**config.mk**
```make
export PLATFORM = sky130hd
export DESIGN_NAME = decoder8
export DESIGN_NICKNAME = d
export VERILOG_FILES = /design/src/rtl/decoder8.sv
export SDC_FILE = /design/constraint.sdc
export NUM_CORES = 1
export LEC_CHECK = 0
export CAP_MARGIN = 5
export CELL_PAD_IN_SITES_DETAIL_PLACEMENT = 2
export CELL_PAD_IN_SITES_GLOBAL_PLACEMENT = 2
export CORE_MARGIN = 2
export CORE_UTILIZATION = 14
export CTS_BUF_LIST = sky130_fd_sc_hd__clkbuf_8
export DETAILED_ROUTE_END_ITERATION = 10
export HOLD_SLACK_MARGIN = 0.1
export PLACE_DENSITY = 0.76
export SLEW_MARGIN = 20
export SYNTH_ARGS = -nofsm -noshare
export SYNTH_HDL_FRONTEND = slang
export SYNTH_SLANG_ARGS = --single-unit
```
**constraint.sdc**
```tcl
create_clock -name clk -period 0.8 [get_ports clk]
set_input_delay 0.08 -clock clk [delete_from_list [all_inputs] [get_ports clk]]
set_output_delay 0.08 -clock clk [all_outputs]
set_load 0.05 [all_outputs]
```
**src/rtl/decoder8.sv**
```systemverilog
// rtl/decoder8.sv - 3-to-8 active-low decoder with registered copy and optional per-line hit counters
// Hit counters are compiled in only when DECODER8_STATS_EN is defined.
module decoder8 #(
  parameter int CNT_W = 16
) (
  input  logic             clk,
  input  logic             rst_n,
  input  logic             e3,
  input  logic             e2n,
  input  logic             e1n,
  input  logic [2:0]       in,
  output logic [7:0]       outn,
  output logic [7:0]       outn_r,
  output logic             en_r,
  input  logic [2:0]       stat_sel,
  input  logic             stat_clr,
  output logic [CNT_W-1:0] stat_cnt
);

  logic en;

  assign en = e3 & ~e2n & ~e1n;

  // Per-bit AND form so an unknown enable or select shows up as X on the affected lines.
  always_comb begin
    outn = 8'hFF;
    for (int k = 0; k < 8; k++) begin
      outn[k] = ~(en & (in == 3'(k)));
    end
  end

  always_ff @(posedge clk or negedge rst_n) begin
    if (!rst_n) begin
      outn_r <= 8'hFF;
      en_r   <= 1'b0;
    end else begin
      outn_r <= outn;
      en_r   <= en;
    end
  end

`ifdef DECODER8_STATS_EN
  logic [CNT_W-1:0] cnt [8];

  always_ff @(posedge clk or negedge rst_n) begin
    if (!rst_n) begin
      for (int k = 0; k < 8; k++) cnt[k] <= '0;
    end else if (stat_clr) begin
      for (int k = 0; k < 8; k++) cnt[k] <= '0;
    end else if (en && (cnt[in] != {CNT_W{1'b1}})) begin
      // Saturate rather than wrap.
      cnt[in] <= cnt[in] + 1'b1;
    end
  end

  assign stat_cnt = cnt[stat_sel];
`else
  logic unused_stat;

  assign unused_stat = &{1'b0, stat_sel, stat_clr};
  assign stat_cnt    = '0;
`endif

endmodule

```
* Word level (Yosys, flattened, before mapping) *
Index checks and enable logic that the tools add are counted.

operators by class
  $add $sub $neg = 0
  multipliers = 0
  divide/modulo/power cells = 0
  $lt $le $gt $ge = 0
  equal/unequal tests = 7
  shift-type cells = 0
  multiplexer cells = 0
  bitwise operators = 20
  reductions and logical operators = 1

operator list
  kind                                            number
  == test 3 bit (second input constant)           4
  bitwise AND 1 bit                               10
  NOT 1 bit                                       10
  == test 3 x 2 -> 1 bit (second input constant)  2
  == test 3 x 1 -> 1 bit (second input constant)  1
  zero test 3 bit                                 1

word-level totals
  register bits = 9
  bits in latches = 0
  memory bits (writable) = 0
  memory bits (read-only) = 0
  output and inout port bits = 33
  word-level logic and storage cells = 30
  memories kept = 0

* Depth between registers and ports, before layout *
  depth in word-level cells = 5
  depth in mapped cells = 2

* Worst setup path after synthesis *
OpenSTA, ideal clock, no wires.

  path type = input port to flip-flop
  start point = input port e2n
  end point = register outn_r[7]
  library setup time = 0.249 ns
  arrival = 0.807 ns
  required time = 0.551 ns
  slack = -0.256 ns
  stages = 2
  buffers on the path = 0
  cell sequence = and4bb_1 nand3_1

between the ends
  cells in the longest elaborated chain, start to end = 5

RTL lines
  item                             line  source
  start, declared                  9     input logic e2n,
  NOT 1 bit                        22    assign en = e3 & ~e2n & ~e1n;
  bitwise AND 1 bit (2 in series)  22
  bitwise AND 1 bit                28    outn[k] = ~(en & (in == 3'(k)));
  NOT 1 bit                        28
  net outn[7]                      12    output logic [7:0] outn,
  end signal, assigned             37    outn_r <= outn;
  end, declared                    13    output logic [7:0] outn_r,

The timed path passes the listed nets, and every way through them passes these cells.

* Worst setup path in the final report *
  start point = register outn_r[3]
  end point = output port outn_r[3]

No word-level cell between the ends.

==> impl_metrics.py <==
metrics = {
    "run_status": {
        "status": "finished, violations left",
        "violations": "setup timing",
    },
    "yosys": {
        "yosysSeqAreaShare": 0.5151,
        "synthCells": 40,
        "synth_area_um2": 456.7,
        "yosys_warnings": 0,
        "yosysUniqueCellTypes": 12,
        "synth_area_leaders": "dfstp_2 (46%), buf_4 (26%), dfrtp_1 (5.5%)",
        "synth.top_cell.area_share": 0.4603,
        "yosys.area.top_type": "dfstp_2",
        "ys_seq_elements": 9,
        "syn_area_per_cell_um2": 11.42,
    },
    "floorplan": {
        "start_util": 0.1484,
        "ioPinCount": 45,
        "dieArea_mm2": 0.003735,
        "rows": 20,
        "die_x_um": 61.12,
        "dieHeight_um": 61.12,
        "core_area_mm2": 0.003078,
    },
    "clock_tree": {
        "h-tree-depth": 1,
        "cts_inserted_buffers": 3,
        "clkTransAtPathRegs_ns": 0.05,
        "clockBufferDepth": 2,
        "cts_tree": "done",
        "clock_sinks": 9,
        "root_buffer": "clkbuf_8",
    },
    "route": {
        "vias": 376,
        "ant_nets": 0,
        "drc": 0,
        "via_per_inst": 3.082,
        "routed_wl_um": 1372,
        "dr.first_iter.drc_count": 1,
        "avgRoutedWirePerCell_um": 11.25,
        "dr.pass1.iters": 4,
    },
    "hold_path": {
        "min_to": "en_r",
        "hold_path.class": "primary input to register",
        "hold-path-cell-count": 2,
        "min-delay-start": "e1n",
    },
    "global_route": {
        "antenna_found_initial": 0,
        "gr-total-overflow": 0,
        "grt_pass1_wl_um": 2035,
        "grt_max_degree": 10,
        "grt_usage": 0.07849,
        "grt_pass1_vias": 423,
    },
    "timing": {
        "hold_viol": 0,
        "min_period_ns": 0.9850,
        "hold_ws_ns": 0.02217,
        "max_freq_ghz": 1.015,
        "fin_crit_sh": 1.231,
        "grt_setup_unrepaired": "true",
        "post-route-worst-setup-slack_ns": -0.1850,
        "setup-violations-final": 17,
        "drv_slew": 0,
    },
    "power_and_ir_drop": {
        "seqPwrFrac": 0.346,
        "vdd_drop_max_uv": 585.8,
        "internal_power_mw": 0.9133,
        "p_total_mw": 1.367,
        "switchingPower_mw": 0.4536,
        "power_frac_clock": 0.371,
        "comb_power_share": 0.284,
        "switching_share": 0.3319,
        "power_leakage_nw": 0.5419,
        "p_per_area_mw_per_mm2": 1270,
    },
    "setup_path": {
        "crit_type": "register to output port",
        "crit_slowest_cell": "dfstp_2",
        "cp_slowest_stage_delay_ns": 0.54,
        "cp_num_buf_inv": 1,
        "crit_fanout": 1,
        "arrival_ns": 0.90,
        "required_ns": 0.72,
        "critPathCaptureType": "output port",
        "worstSetupStartpointType": "register",
        "crit_family": "flip-flops",
        "path_cells": "buf_12",
    },
    "flow_run": {
        "max_cap_viol_count": 0,
    },
    "layout": {
        "area_growth_pct": 135.6,
        "n_fill_cell": 326,
        "num_antenna_cells": 0,
        "layout-drive-gt1-share": 0.7436,
        "multiInputGateArea_um2": 249.0,
        "fin_nets": 91,
        "ff_latch_area_um2": 235.2,
    },
    "place": {
        "io_buffers": 24,
        "gp_congestion": 0.6452,
    },
}
==> power by group through the flow <==
stage	Combinational (mW)	Clock (mW)	Sequential (mW)
after floorplan	0.262	0	0.496
after global placement	0.342	0	0.478
after detailed placement	0.349	0	0.478
after CTS	0.381	0.519	0.473
after global routing	0.401	0.561	0.472
final	0.388	0.507	0.472
==> worst max path at each step <==
stage	start	endpoint	slack, ns	depth (start not counted)
3_3_place_gp	e2n	outn[6]	-0.55	4
2_1_floorplan	in[2]	outn_r[0]	-0.14	2
6_report	outn_r[3]	outn_r[3]	-0.18	1
4_1_cts	outn_r[1]	outn_r[1]	-0.20	1
5_1_grt	outn_r[2]	outn_r[2]	-0.21	1
3_5_place_dp	e2n	outn[6]	-0.58	4
==> stage by stage <==
step	util	setup TNS [ns]	area (um2)	worst slack, ns	cells
6_report	0.3496	-2.492	1076	-0.1850	122
5_1_grt	0.3496	-2.925	1076	-0.2111	122
4_1_cts	0.3419	-2.546	1052	-0.1961	120
3_5_place_dp	0.2862	-7.808	880.8	-0.5833	112
3_3_place_gp	0.2862	-7.253	880.8	-0.5498	112
2_1_floorplan	-	-1.076	535.5	-0.1402	55
==> flip-flops by register name (all words and copies together) (netlist names) <==
name and count:
outn_r 8, en_r 1
==> cells by family after synthesis <==
group         Yosys count  synth area share
other cells             1          0.008211
flops                   9            0.5151
simple gates           14            0.2137
buf+inv                16            0.2630
==> cell usage in the layout (no fill, tap or decap) <==
cell type / synthesis / final
and4bb_4: 0 / 1
buf_12: 0 / 14
buf_2: 0 / 2
buf_4: 16 / 9
buf_6: 0 / 2
buf_8: 0 / 6
clkbuf_8: 0 / 3
clkdlybuf4s15_2: 0 / 1
clkdlybuf4s50_1: 0 / 1
conb_1: 1 / 16
dfrtp_1: 1 / 1
dfstp_2: 8 / 8
inv_1: 0 / 1
nand2_4: 0 / 6
nand3_4: 0 / 2
nor2_4: 0 / 1
nor2b_4: 0 / 2
nor3b_1: 1 / 1
nor4b_4: 1 / 1
==> final cells by class <==
type,instances,share of cell area
Clock inverter,1,0.003488
Multi-Input combinational cell,30,0.2314
Sequential cell,9,0.2186
Clock buffer,3,0.03837
Timing Repair Buffer,35,0.4570
Tap cell,44,0.05116
==> synth_stat cells, drive strengths merged <==
master  number
buf         16
dfstp        8
nand2        6
nand3        2
nor2b        2
and4bb       1
conb         1
dfrtp        1
nor2         1
nor3b        1
nor4b        1
==> per-layer routing <==
| layer | track usage | wire (um) | part of all wire |
|---|---|---|---|
| met5 | 0 | 0 | 0 |
| met4 | 0.05590 | 27 | 0.020 |
| met3 | 0.008403 | 60 | 0.044 |
| met2 | 0.1565 | 879 | 0.64 |
| met1 | 0.07179 | 404 | 0.29 |
==> what timing repair did <==
action | 4_1_cts | 5_1_grt
buffers inserted | 4 | 2
setup endpoints to repair | 25 | 17
pin swaps | 6 | 3
resized for setup | 56 | 2
hold endpoints to repair | 1 | 1
No activity file was read; power rests on OpenSTA's default activity.
